### config.mk
export PLATFORM = sky130hd
export DESIGN_NAME = pulse_period_meter
export DESIGN_NICKNAME = d
export VERILOG_FILES = /design/src/rtl/pulse_pkg.sv /design/src/rtl/rising_edge_detect.sv /design/src/rtl/pulse_period_meter.sv
export SDC_FILE = /design/constraint.sdc
export NUM_CORES = 1
export LEC_CHECK = 0
export ABC_AREA = 1
export ABC_CLOCK_PERIOD_IN_PS = 1750
export CORE_AREA = 2 2 88 90
export CTS_CLUSTER_DIAMETER = 200
export DETAILED_ROUTE_END_ITERATION = 16
export DIE_AREA = 0 0 90 92
export GPL_TIMING_DRIVEN = 0
export HOLD_SLACK_MARGIN = 0.15
export PLACE_DENSITY = 0.73
export SETUP_SLACK_MARGIN = 0.05
export SLEW_MARGIN = 20
export SYNTH_ARGS = -nofsm -noshare
export SYNTH_HDL_FRONTEND = slang
export SYNTH_SLANG_ARGS = --single-unit
### constraint.sdc
create_clock -name clock -period 1.75 [get_ports clock]
set_input_delay 0.2625 -clock clock [delete_from_list [all_inputs] [get_ports clock]]
set_output_delay 0.2625 -clock clock [all_outputs]
set_load 0.02 [all_outputs]
### src/rtl/pulse_pkg.sv
// Shared constants and FSM encoding for the pulse period meter family.
package pulse_pkg;

  localparam int PULSE_WIDTH = 26;

  typedef enum logic [1:0] {
    IDLE    = 2'd0,
    RUN     = 2'd1,
    TIMEOUT = 2'd2
  } state_t;

endpackage

### src/rtl/rising_edge_detect.sv
// Registers a same-domain signal and flags its rising edge combinationally.
module rising_edge_detect (
  input  logic clock,
  input  logic reset,
  input  logic in,
  output logic edge_det
);

  logic in_d;

  // NOTE: sequential state uses non-blocking assignments so every register samples pre-edge values.
  always_ff @(posedge clock) begin
    if (reset) in_d <= 1'b0;
    else       in_d <= in;
  end

  assign edge_det = in & ~in_d;

endmodule

### src/rtl/pulse_period_meter.sv
// Measures clock cycles between rising edges of pulse_in, with lock and timeout flags.
module pulse_period_meter
  import pulse_pkg::*;
#(
  parameter int               WIDTH      = PULSE_WIDTH,
  parameter logic [WIDTH-1:0] MAX_PERIOD = 26'h3FF_FFFF
) (
  input  logic             clock,
  input  logic             reset,
  input  logic             pulse_in,
  output logic [WIDTH-1:0] period,
  output logic             period_valid,
  output logic             locked,
  output logic             timeout
);

  state_t           state;
  state_t           state_next;
  logic             edge_det;
  logic [WIDTH-1:0] cnt;
  logic             have_period;
  logic             at_max;

  rising_edge_detect u_edge (
    .clock    (clock),
    .reset    (reset),
    .in       (pulse_in),
    .edge_det (edge_det)
  );

  assign at_max = (cnt == MAX_PERIOD);

  always_ff @(posedge clock) begin
    if (reset) state <= IDLE;
    else       state <= state_next;
  end

  // NOTE: default assignment first keeps this block purely combinational (no latch).
  always_comb begin
    state_next = state;
    case (state)
      IDLE:    if (edge_det) state_next = RUN;
      RUN:     if (!edge_det && at_max) state_next = TIMEOUT;
      TIMEOUT: if (edge_det) state_next = RUN;
      default: state_next = IDLE;
    endcase
  end

  always_comb begin
    timeout = (state == TIMEOUT);
  end

  // An edge coinciding with cnt == MAX_PERIOD is still a valid measurement.
  always_ff @(posedge clock) begin
    if (reset) begin
      cnt          <= '0;
      period       <= '0;
      period_valid <= 1'b0;
      locked       <= 1'b0;
      have_period  <= 1'b0;
    end else begin
      period_valid <= 1'b0;
      case (state)
        IDLE, TIMEOUT: begin
          if (edge_det) begin
            cnt         <= WIDTH'(1);
            have_period <= 1'b0;
          end
        end
        RUN: begin
          if (edge_det) begin
            cnt          <= WIDTH'(1);
            period       <= cnt;
            period_valid <= 1'b1;
            locked       <= have_period && (cnt == period);
            have_period  <= 1'b1;
          end else if (at_max) begin
            locked      <= 1'b0;
            have_period <= 1'b0;
          end else begin
            cnt <= cnt + WIDTH'(1);
          end
        end
        default: ;
      endcase
    end
  end

endmodule
==> flow_metrics.env <==
export IMPL_power_mw=2.90
export IMPL_hp_start="reset"
export IMPL_p_switching_mw=0.827
export IMPL_dieArea_mm2=0.00828
export IMPL_synth_distinct_cells=33
export IMPL_cp_top_family="buffers and inverters"
export IMPL_crit_type="reg2out"
export IMPL_internal_power_mw=2.07
export IMPL_finalClockSkew_ns=0.00677
export IMPL_slew_headroom_pct=50.9
export IMPL_num_io_pins=32
export IMPL_outcome="completed"
export IMPL_cts_clk_slew_worst_paths_ns=0.06
export IMPL_cts_buffer_depth=2
export IMPL_viasPerCell=5.30
export IMPL_rsz0062_at_grt="true"
export IMPL_ant_nets=0
export IMPL_yosysSeqAreaShare_pct=36.3
export IMPL_drtPass1Iterations=5
export IMPL_drc=0
export IMPL_drive_above_1_share_pct=16.5
export IMPL_p_seq_share_pct=47.6
export IMPL_dr_first_iter_drc_count=344
export IMPL_fp_dieH_um=92
export IMPL_fin_crit_sh_pct=92.9
export IMPL_grt_met1_usage_pct=31.9
export IMPL_maxCapViolations=0
export IMPL_cts_tree="yes"
export IMPL_syn_area_per_cell_um2=6.56
export IMPL_hpwl_um=7260
export IMPL_wire_per_inst_um=15.4
export IMPL_start_util_pct=43.0
export IMPL_timing_rr_end="cnt[22]"
export IMPL_antenna_found_initial=0
export IMPL_required_ns=1.49
export IMPL_hold_class="in2reg"
export IMPL_max_freq_ghz=0.615
export IMPL_cp_cell_sequence="clkdlybuf4s50_1"
export IMPL_grt_use_total_pct=24.2
export IMPL_placed_cells=620
export IMPL_crit_buf_inv=1
export IMPL_clock_sinks=58
export IMPL_grt_busiest_layer="met2"
export IMPL_p_leak_nw=1.62
export IMPL_rows=32
export IMPL_setup_viol=0
export IMPL_max_stage_delay_ns=0.63
export IMPL_dpl_cell_area_mm2=0.00363
export IMPL_gr_usage_met3_pct=4.44
export IMPL_fp_coreArea_mm2=0.00745
export IMPL_dieWidth_um=90
export IMPL_grt_pass1_vias=3197
export IMPL_ys_warnings_count=0
export IMPL_clkLatencyLatePin_ns=0.34
export IMPL_fillers=748
export IMPL_worstReg2RegStart="cnt[1]"
export IMPL_io_buffers=30
export IMPL_multi_input_area_mm2=0.00179
export IMPL_p_clk_share_pct=37.1
export IMPL_fin_util_pct=54.6
export IMPL_powerDensity_mw_per_mm2=712
export IMPL_n_antenna_cell=0
export IMPL_final_hold_violation_count=0
export IMPL_combPwrFrac_pct=15.4
export IMPL_layout_setup_ws_ns=0.124
export IMPL_cts_hold_buffers=0
export IMPL_cp_max_fo=4
export IMPL_routed_wl_um=10000
export IMPL_syn_area_mm2=0.00320
export IMPL_netlist_instances=488
export IMPL_area_growth_pct=27.1
export IMPL_startpoint_type="flip-flop"
export IMPL_swShare_pct=28.6
export IMPL_place_congestion=0.928
export IMPL_tns_ns=0
export IMPL_worst_pin_slew_ns=0.737
export IMPL_min_path_cells=2
export IMPL_nets=549
export IMPL_root_buffer="clkbuf_8"
export IMPL_ir_drop_mv=0.313
export IMPL_gr_total_overflow=0
export IMPL_design_area_mm2=0.00407
export IMPL_vias=3454
export IMPL_hold_ws_ns=0.468
export IMPL_cts_buffers=9
export IMPL_ys_ff_latch=58
export IMPL_h_tree_depth=3
export IMPL_grt_max_degree=11
export IMPL_ff2ff_path_depth=10
export IMPL_period_minus_slack_ns=1.63
export IMPL_worstSetupEndpointType="output port"
export IMPL_slew_viol_final=0
export IMPL_grt_first_pass_wirelength_um=15800
export IMPL_min_to="cnt[5]"
export IMPL_r2r_slack_ns=0.14
export IMPL_place_ws_ns=-0.501
export IMPL_instances_no_fill=652
export IMPL_crit_arrival_ns=1.36
export IMPL_critical_path_slowest_cell="clkdlybuf4s50_1"
export IMPL_synth_nets=492
export IMPL_grt_use_met2_pct=40.2
export IMPL_seqCellArea_mm2=0.00119
==> per-layer routing <==
metal  part of all wire [%]  vias up
met3                    7.1       17
li1                       -     1688
met5                      0        -
met2                     46      165
met4                    2.2        0
met1                     44     1584
==> how the worst max path moves through the flow <==
stage | startpoint | end | slack [ns] | depth (start not counted)
floorplan | cnt[1] | cnt[16] | 0.05 | 11
global placement | pulse_in | period[7] | -0.49 | 8
detailed placement | pulse_in | period[22] | -0.50 | 8
CTS | state[0] | cnt[18] | -0.05 | 10
global route | cnt[2] | cnt[19] | 0.02 | 10
finish | period[11] | period[11] | 0.12 | 1
==> synthesized netlist by cell type, drive strengths merged <==
cell / number / area share, %
a22oi: 1 / 0.23
o211ai: 1 / 0.23
o2111ai: 1 / 0.27
o22ai: 14 / 2.7
nor2: 58 / 7.9
dfxtp: 58 / 36
nand2: 135 / 17
nand3: 31 / 5.2
a21oi: 29 / 5.5
clkbuf: 10 / 1.2
nand4: 17 / 3.3
nand3b: 1 / 0.23
or2: 1 / 0.20
o21bai: 3 / 0.70
nor3: 5 / 0.78
xnor2: 2 / 0.55
ha: 1 / 0.39
inv: 73 / 8.6
xor2: 6 / 1.6
buf: 3 / 1.2
o31ai: 1 / 0.23
o21ai: 37 / 5.8
==> state kept, by name, indices dropped and copies added, names as in the netlist <==
signal and cells:
period_valid 1, state 2, have_period 1, u_edge.in_d 1
period 26, locked 1, cnt 26
==> kinds of logic (layout without fill, tap and decap cells) <==
| family | Yosys count | after routing | share of synthesized area, % |
|---|---|---|---|
| AOI/OAI and AO/OA | 87 | 87 | 15.7 |
| xor gates and xnor gates | 8 | 8 | 2.19 |
| adders and majority gates | 1 | 1 | 0.391 |
| buffers and inverters | 86 | 148 | 11.0 |
| DFF | 58 | 58 | 36.3 |
| and+or+nand+nor | 248 | 248 | 34.5 |
==> timing repair <==
| item | CTS | global route |
|---|---|---|
| gates cloned | 0 | 1 |
| endpoints found under the setup margin | 53 | 51 |
| pin swaps | 1 | 5 |
| resized for setup | 19 | 33 |
| endpoints found under the hold margin | 0 | 0 |
| setup buffers | 6 | 9 |
==> cells in the final DEF (no fill, tap or decap), types with 14 or more instances in the layout <==
master	n
clkdlybuf4s50_1	29
inv_1	70
buf_4	16
nand4_1	17
o21ai_0	35
o22ai_1	14
nand3_1	29
a21oi_1	21
dfxtp_2	14
dfxtp_1	42
nor2_1	46
nand2_1	123
==> layout make-up <==
type                            count  area share (%)
Inverter                           73            6.80
Timing Repair Buffer               46            10.7
Tap cell                          102            3.14
Buffer                             13            2.03
Sequential cell                    58            29.2
Clock buffer                       13            3.66
Clock inverter                      3           0.369
Multi-Input combinational cell    344            44.1
==> power by group through the flow <==
stage | clock (mW) | combinational [mW] | sequential (mW)
6_report | 1.07 | 0.445 | 1.38
5_1_grt | 1.14 | 0.484 | 1.38
4_1_cts | 1.08 | 0.383 | 1.38
3_5_place_dp | 0 | 0.357 | 1.41
3_3_place_gp | 0 | 0.354 | 1.41
2_1_floorplan | 0 | 0.211 | 1.43
Note: power is estimated with default switching activity, not from simulation.
